## src/rtl/msg_seq_pkg.sv

```systemverilog
// msg_seq_pkg: shared state encoding and mode constants for message_sequencer
package msg_seq_pkg;
    typedef enum logic [1:0] {MS_IDLE, MS_SEND, MS_GAP} ms_state_t;
    localparam logic MODE_ONESHOT = 1'b0;
    localparam logic MODE_REPEAT  = 1'b1;
endpackage

```

## src/rtl/msg_buffer.sv

```systemverilog
// msg_buffer: MSG_LEN x CHAR_W message storage, writable when MSG_SEQ_LOAD_EN is defined
module msg_buffer #(
    parameter int MSG_LEN = 12,
    parameter int CHAR_W  = 8,
    parameter logic [MSG_LEN*CHAR_W-1:0] MSG_INIT = "hello world!"
) (
`ifdef MSG_SEQ_LOAD_EN
    input  logic                                        clk,
    input  logic                                        rst,
    input  logic                                        wr_en,
    input  logic [((MSG_LEN > 1) ? $clog2(MSG_LEN) : 1)-1:0] wr_addr,
    input  logic [CHAR_W-1:0]                           wr_data,
`endif
    input  logic [((MSG_LEN > 1) ? $clog2(MSG_LEN) : 1)-1:0] rd_idx,
    output logic [CHAR_W-1:0]                           rd_data
);
    logic [CHAR_W-1:0] mem [MSG_LEN];
`ifdef MSG_SEQ_LOAD_EN
    always_ff @(posedge clk or posedge rst)
        if (rst)
            for (int i = 0; i < MSG_LEN; i++)
                mem[i] <= MSG_INIT[(MSG_LEN-1-i)*CHAR_W +: CHAR_W];
        else if (wr_en && 32'(wr_addr) < MSG_LEN)
            mem[wr_addr] <= wr_data;
`else
    always_comb
        for (int i = 0; i < MSG_LEN; i++)
            mem[i] = MSG_INIT[(MSG_LEN-1-i)*CHAR_W +: CHAR_W];
`endif
    assign rd_data = mem[rd_idx];
endmodule

```

## src/rtl/message_sequencer.sv

```systemverilog
// message_sequencer: valid/ready character source, one-shot or repeating with idle gap.
// Optional MSG_SEQ_LOAD_EN adds a runtime write port to the message storage.
module message_sequencer
    import msg_seq_pkg::*;
#(
    parameter int MSG_LEN    = 12,
    parameter int CHAR_W     = 8,
    parameter int GAP_CYCLES = 15000,
    parameter logic [MSG_LEN*CHAR_W-1:0] MSG_INIT = "hello world!"
) (
    input  logic                                        clk,
    input  logic                                        rst,
`ifdef MSG_SEQ_LOAD_EN
    input  logic                                        wr_en,
    input  logic [((MSG_LEN > 1) ? $clog2(MSG_LEN) : 1)-1:0] wr_addr,
    input  logic [CHAR_W-1:0]                           wr_data,
`endif
    input  logic                                        en,
    input  logic                                        mode,
    input  logic                                        start,
    input  logic                                        tx_ready,
    output logic                                        tx_valid,
    output logic [CHAR_W-1:0]                           tx_data,
    output logic                                        busy,
    output logic                                        msg_done,
    output logic [((MSG_LEN > 1) ? $clog2(MSG_LEN) : 1)-1:0] char_idx
);
    localparam int IDX_W    = (MSG_LEN > 1) ? $clog2(MSG_LEN) : 1;
    localparam int CNT_W    = (GAP_CYCLES > 0) ? $clog2(GAP_CYCLES + 1) : 1;
    localparam int GAP_LAST = (GAP_CYCLES > 0) ? GAP_CYCLES - 1 : 0;

    ms_state_t         state, state_d;
    logic [IDX_W-1:0]  idx, idx_d;
    logic [CNT_W-1:0]  cnt, cnt_d;
    logic              done_d, xfer, load;
    logic [CHAR_W-1:0] rd_data;

    assign xfer     = (state == MS_SEND) && tx_ready;
    assign tx_valid = (state == MS_SEND);
    assign busy     = (state != MS_IDLE);
    assign char_idx = idx;

    msg_buffer #(.MSG_LEN(MSG_LEN), .CHAR_W(CHAR_W), .MSG_INIT(MSG_INIT)) u_buf (
`ifdef MSG_SEQ_LOAD_EN
        .clk(clk),
        .rst(rst),
        .wr_en(wr_en),
        .wr_addr(wr_addr),
        .wr_data(wr_data),
`endif
        .rd_idx(idx_d),
        .rd_data(rd_data)
    );

    always_comb begin
        state_d = state;
        idx_d   = idx;
        cnt_d   = cnt;
        done_d  = 1'b0;
        if (!en) begin
            state_d = MS_IDLE;
            idx_d   = '0;
            cnt_d   = '0;
        end else begin
            case (state)
                MS_IDLE: state_d = start ? MS_SEND : MS_IDLE;
                MS_SEND: if (xfer) begin
                    if (idx == IDX_W'(MSG_LEN - 1)) begin
                        idx_d   = '0;
                        done_d  = 1'b1;
                        state_d = (mode == MODE_REPEAT) ? ((GAP_CYCLES > 0) ? MS_GAP : MS_SEND) : MS_IDLE;
                    end else
                        idx_d = idx + IDX_W'(1);
                end
                MS_GAP: begin
                    state_d = (cnt == CNT_W'(GAP_LAST)) ? MS_SEND : MS_GAP;
                    cnt_d   = (cnt == CNT_W'(GAP_LAST)) ? '0 : cnt + CNT_W'(1);
                end
                default: state_d = MS_IDLE;
            endcase
        end
    end

    // tx_data is captured only when a new character is presented, so it holds while stalled
    assign load = (state_d == MS_SEND) && ((state != MS_SEND) || xfer);

    always_ff @(posedge clk or posedge rst)
        if (rst) begin
            state    <= MS_IDLE;
            idx      <= '0;
            cnt      <= '0;
            msg_done <= 1'b0;
            tx_data  <= '0;
        end else begin
            state    <= state_d;
            idx      <= idx_d;
            cnt      <= cnt_d;
            msg_done <= done_d;
            if (load)
                tx_data <= rd_data;
        end
endmodule

```

## config.mk

```make
export PLATFORM = sky130hd
export DESIGN_NAME = message_sequencer
export DESIGN_NICKNAME = d
export VERILOG_FILES = /design/src/rtl/msg_seq_pkg.sv /design/src/rtl/msg_buffer.sv /design/src/rtl/message_sequencer.sv
export SDC_FILE = /design/constraint.sdc
export NUM_CORES = 1
export LEC_CHECK = 0
export BUFFER_PORTS_ARGS = -buffer_cell sky130_fd_sc_hd__buf_2
export CAP_MARGIN = 15
export CORE_MARGIN = 3
export CORE_UTILIZATION = 57
export CTS_CLUSTER_DIAMETER = 120
export DETAILED_ROUTE_END_ITERATION = 10
export PLACE_DENSITY = 0.78
export RECOVER_POWER = 50
export SETUP_SLACK_MARGIN = 0.4
export SLEW_MARGIN = 20
export SYNTH_ARGS = -nofsm -noshare
export SYNTH_HDL_FRONTEND = slang
export SYNTH_HIERARCHICAL = 1
export SYNTH_SLANG_ARGS = --single-unit
export TNS_END_PERCENT = 30
```

## constraint.sdc

```tcl
create_clock -name clk -period 2.9 [get_ports clk]
set_clock_uncertainty 0.05 [all_clocks]
set_input_delay 0.58 -clock clk [delete_from_list [all_inputs] [get_ports clk]]
set_output_delay 0.58 -clock clk [all_outputs]
set_load 0.05 [all_outputs]
```

# Word-level counts from Yosys, hierarchy flattened

Memory sizes are Yosys's and may differ from the RTL's. A register that Yosys moved wholly into a read port is not among the register bits.
Cells that the tools add are included.

Register bits: 21
Bits in read-only memories: 128
Input bits: 6
Output and inout port bits: 15
Logic and storage cells: 38
Memories: 1

Memories:

| name             | depth | bits a word | rd ports | clocked after memory_dff | wr ports | RTL line         | text |
|---|---|---|---|---|---|---|---|
| (name not given) | 16    | 8           | 1        | 1                        | 0        | msg_buffer.sv:30 | `assign rd_data = mem[rd_idx];` |

$add $sub $neg: 2
Equality and inequality tests: 7
Multiplexer cells: 18
Bitwise operators: 1
Reductions and logical operators: 5

Operator list:

| kind                                                | count |
|---|---|
| two-way mux 14 bit                                  | 3 |
| two-way mux 4 bit                                   | 4 |
| adder 14 x 1 -> 14 bit, second input constant       | 1 |
| equality test 14 bit, second input constant         | 1 |
| two-way mux 2 bit                                   | 5 |
| one-hot mux 2 bit (3 select lines)                  | 1 |
| two-way mux 1 bit                                   | 5 |
| inverter 4 -> 5 bit                                 | 1 |
| adder 4 x 1 -> 4 bit, second input constant         | 1 |
| equality test 2 x 1 -> 1 bit, second input constant | 2 |
| equality test 4 bit, second input constant          | 1 |
| != test 2 x 1 -> 1 bit, second input constant       | 2 |
| equality test 2 bit, second input constant          | 1 |
| logical AND 1 bit                                   | 2 |
| zero test 2 bit                                     | 1 |
| nonzero test 2 bit                                  | 1 |
| logical OR 1 bit                                    | 1 |

# Depth between registers and ports, before layout

Depth in word-level cells: 7
Gate-level depth with buffers: 10
Gate-level depth less buffers: 10

# By module

Netlist, hierarchy kept.

By module, submodules not included:

| module            | times used | cells an instance | area an instance (um^2) | sequential area each (um^2) |
|---|---|---|---|---|
| message_sequencer | 1          | 143               | 1,476.4                 | 725.7 |
| msg_buffer        | 1          | 30                | 244.0                   | 0.0 |

# Worst setup path after synthesis

OpenSTA, ideal clock, no wires.

Path kind: register to register
Start: register state[1]
End: register tx_data[3]
Library setup time: 0.067 ns
Arrival: 2.533 ns
Data required time: 2.783 ns
Slack: 0.250 ns
Stages on the path, launching flop included: 11
Buffers on the path: 0
Clock period less this slack: 2.650 ns
Cell sequence: dfrtp_1 -> nand2b_1 -> inv_1 -> nand2_1 -> xor2_1 -> nor2_1 -> inv_1 -> ha_1 -> mux2_1 -> o21ai_2 -> mux2_2

Elaborated cells between the ends (all ways): 16
Those cells by class: eq/ne: 4; mux: 7; bitwise: 1; reduce/logical: 4

RTL lines:

| item                                          | RTL line                | text |
|---|---|---|
| from (decl)                                   | message_sequencer.sv:32 | `ms_state_t state, state_d;` |
| from (signal assigned)                        | message_sequencer.sv:95 | `state <= state_d;` |
| equality test 2 x 1 -> 1 bit (*)              | --                      |  |
| net tx_valid                                  | message_sequencer.sv:22 | `output logic tx_valid,` |
| logical AND 1 bit                             | message_sequencer.sv:38 | `assign xfer = (state == MS_SEND) && tx_ready;` |
| two-way mux 4 bit                             | message_sequencer.sv:67 | `MS_SEND: if (xfer) begin` |
| two-way mux 4 bit (*)                         | message_sequencer.sv:65 | `case (state)` |
| two-way mux 4 bit (*)                         | message_sequencer.sv:60 | `if (!en) begin` |
| net idx_d[0]                                  | message_sequencer.sv:33 | `logic [IDX_W-1:0] idx, idx_d;` |
| inverter 4 -> 5 bit (implied by the code) (*) | msg_buffer.sv:30        |  |
| to (decl)                                     | message_sequencer.sv:23 | `output logic [CHAR_W-1:0] tx_data,` |

The timed path passes the listed nets; every way through them passes the cells marked *.
A chain may end at the register's enable or synchronous reset.

# Final worst setup path

Start: register state[1]
End: register tx_data[3]

Elaborated cells between the ends (all ways): 16
Those cells by class: eq/ne: 4; mux: 7; bitwise: 1; reduce/logical: 4

RTL lines:

| item                                          | RTL line |
|---|---|
| equality test 2 x 1 -> 1 bit (*)              | message_sequencer.sv:38, message_sequencer.sv:65 |
| logical AND 1 bit                             | message_sequencer.sv:38 |
| two-way mux 4 bit                             | message_sequencer.sv:67 |
| two-way mux 4 bit (*)                         | message_sequencer.sv:65 |
| two-way mux 4 bit (*)                         | message_sequencer.sv:60 |
| net idx_d[0]                                  | message_sequencer.sv:33 |
| inverter 4 -> 5 bit (implied by the code) (*) | msg_buffer.sv:30 |

Marked as above.

==> results_dict.tcl <==
set metrics [dict create \
    finalHoldViolations 0 \
    avgSynthCellArea_um2 9.945 \
    worstSetupEndpointType "register" \
    numCtsBuffers 5 \
    syn-num-nets 188 \
    worstSetupEndpoint "tx_data[3]" \
    seq_area_um2 725.7 \
    finalMaxSlewViolations 30 \
    yosys_most_used_dff "dfrtp_1" \
    grt_max_degree 30 \
    multi_input_area_um2 937.1 \
    worst_setup_path_start_kind "register" \
    synthCells 173 \
    synth.distinct_cells 43 \
    cts_sinks 29 \
    finalCritPeriodShare_pct 86.25 \
    synth.top_cell.area_share_pct 42.18 \
    power_switching_mw 0.2482 \
    yosys_warnings 6 \
    slowest_stage "dfrtp_1" \
    irDropWorstVdd_mv 0.3700 \
    die_h_um 60.94 \
    crit_type "register to register" \
    fin_hold_ws_ns 0.4637 \
    worst-path-max-fanout 6 \
    cts_buffer_depth 2 \
    num_antenna_cells 0 \
    post-route-min-period_ns 2.501 \
    seq_power_share_pct 52.1 \
    synth.yosys.seq_area_share_pct 42.18 \
    postCtsSetupBuffers 0 \
    violations "max-capacitance violations, max-slew violations" \
    cts_root_buf "clkbuf_4" \
    first_global_vias 1233 \
    clk_pin_slew_worst_paths_ns 0.08 \
    die_area_mm2 0.003714 \
    powerDensity_mw_per_mm2 432.8 \
    grt_use_total_pct 20.62 \
    ff2ff_setup_slack_ns 0.40 \
    setup_slack_ns 0.3987 \
    grt_pass1_wl_mm 5.520 \
    nFillCells 224 \
    synth_top_area_cell "dfrtp_1" \
    gr-total-overflow 0 \
    worstReg2RegEnd "tx_data[3]" \
    max_cap_viol_count 1 \
    via_count 1342 \
    fmax_ghz 0.3998 \
    rsz0062_at_grt "no" \
    internal_power_mw 0.5738 \
    start_util_pct 61.33 \
    clockPowerShare_pct 30.2 \
    place_ws_ns 0.4382 \
    async_flop_share_pct 100.0 \
    synthTopCellsByArea "dfrtp_1 (42%), ha_1 (6.5%), mux2_2 (5.2%), nand2_1 (3.9%), nand3_1 (2.9%)" \
    switching_share_pct 30.19 \
    cpPeakStageDelay_ns 0.42 \
    row_count 19 \
    io_pins 21 \
    postSynthRegisterBits 29 \
    slew_headroom_pct -2.596 \
    syn_area_mm2 0.001720 \
    reg2reg_depth 10 \
    ant_nets 0 \
    coreArea_mm2 0.002805 \
    dpl_cell_area_mm2 0.001848 \
    drt-pass1-iter-count 5 \
    status "finished with violations" \
    finalPower_mw 0.8220 \
    clock_latency_ns 0.33 \
    required_ns 3.12 \
    synth_edf_count 0 \
    arrival_ns 2.72 \
    tightest_slew_ns 1.539 \
    vias_per_cell 5.912 \
    worst_path_dominant_cell_family "simple AND/OR/NAND/NOR gates" \
    hold_class "register to register" \
    crit_cells 10 \
    final_area_mm2 0.001899 \
    synthToLayoutAreaGrowth_pct 10.40 \
    p_leak_nw 0.8694 \
    crit_path_start "state[1]" \
    reg2reg_from "state[1]" \
    drt-total-wl_mm 3.431 \
    antenna_found_initial 0 \
    drt_iter0_drc 94 \
    cts_tree "built" \
    layout-drive-gt1-share_pct 21.94 \
    dpl.hpwl_mm 2.527 \
    drc 0 \
    die_x_um 60.94 \
    path_buf_inv 2 \
    routedWlPerCell_um 15.11 \
    gp_congestion 0.8206 \
    nNetsFinal 211 \
    power_frac_comb_pct 17.8 \
    final-setup-viol-count 0 \
    cts_max_level 2 \
    fin_setup_tns_ns 0 \
    path_cells "nand2b_2, clkinvlp_4, nand2_1, xor2_1, nor2_1, inv_1, ha_1, mux2_1, o21ai_2, mux2_2" \
    io_buffers 20 \
]
[repair_timing]
item                                    in CTS  in global routing
resized for setup                            0                  3
hold buffers                                 0                  0
endpoints found under the setup margin       0                  5
[cells by family after synthesis]
logic type,count (synthesis),synth area share [%]
simple gates,70,23.85
fa+ha+maj,9,6.546
flops,29,42.18
buf+inv,14,3.709
xor+xnor,3,1.528
other cells,2,0.4365
mux,13,8.291
compound gates,33,13.46
[cell usage after synthesis, drive strengths merged (3+ instances only)]
cell / n
a21oi: 8
a22o: 3
and2: 5
and3: 3
buf: 3
clkbuf: 3
dfrtp: 29
ha: 9
inv: 8
mux2: 10
mux2i: 3
nand2: 18
nand2b: 3
nand3: 10
nand4: 3
nor2: 6
nor2b: 6
o21ai: 9
or3: 3
[stage by stage]
| stage | std cells | util, % |
|---|---|---|
| 2_1_floorplan | 173 | - |
| 3_3_place_gp | 220 | 65.88 |
| 3_5_place_dp | 220 | 65.88 |
| 4_1_cts | 227 | 67.84 |
| 5_1_grt | 227 | 67.71 |
| 6_report | 227 | 67.71 |
[how the worst min path moves through the flow]
| stage | startpoint | end | slack, ns | cells past startpoint |
|---|---|---|---|---|
| 2_1_floorplan | cnt[13] | cnt[13] | 0.39 | 1 |
| 3_3_place_gp | cnt[13] | cnt[13] | 0.42 | 1 |
| 3_5_place_dp | tx_data[2] | tx_data[2] | 0.44 | 1 |
| 4_1_cts | rst | cnt[0] | 0.25 | 3 |
| 5_1_grt | cnt[13] | cnt[13] | 0.47 | 1 |
| 6_report | tx_data[5] | tx_data[5] | 0.46 | 1 |
[worst reg2reg max path: cells and delay by family (launching register included)]
| family | cells | cell delay (ns) |
|---|---|---|
| adders and majority gates | 1 | 0.32 |
| AOI/OAI and AO/OA | 1 | 0.10 |
| buffers and inverters | 2 | 0.26 |
| DFF | 1 | 0.42 |
| xor gates and xnor gates | 1 | 0.16 |
| muxes | 2 | 0.46 |
| and+or+nand+nor | 3 | 0.66 |
[power groups by stage]
stage	combinational, mW	sequential [mW]	clock, mW
2_1_floorplan	0.0654	0.484	0
3_3_place_gp	0.144	0.434	0
3_5_place_dp	0.147	0.436	0
4_1_cts	0.147	0.428	0.255
5_1_grt	0.156	0.430	0.274
6_report	0.146	0.428	0.248
[placed cells by master (no fill, tap or decap), types with 3 or more instances in the layout]
master	instances
dfrtp_1	29
nand2_1	18
buf_2	18
nand3_1	10
ha_1	9
a21oi_1	8
mux2_2	8
inv_1	7
o21ai_0	7
nor2b_1	6
nor2_1	6
clkbuf_4	5
clkbuf_1	4
and3_1	3
nand4_1	3
and2_1	3
a22o_1	3
or3_1	3
mux2i_1	3
[final cells by class]
type	instances	area share, %
clock buffers	7	2.899
inverters	8	1.779
multi-input cells	130	49.34
flip-flops and latches	29	38.21
well taps	31	2.042
repair buffers	22	5.731
[registers in the layout (all words and copies together) (netlist names)]
| name | flops |
|---|---|
| cnt | 14 |
| state | 2 |
| tx_data | 8 |
| msg_done | 1 |
| char_idx | 4 |
[layer usage]
layer  GRT usage [%]  wire, um  up-vias  part of all wire (%)
li1                -         -      667                     -
met1           26.33      1564      642                    46
met2           32.52      1669       29                    49
met3           5.745       154        4                   4.5
met4           9.288        42        0                   1.2
met5               0         0        -                     0
Note: power is estimated with default switching activity, not from simulation.
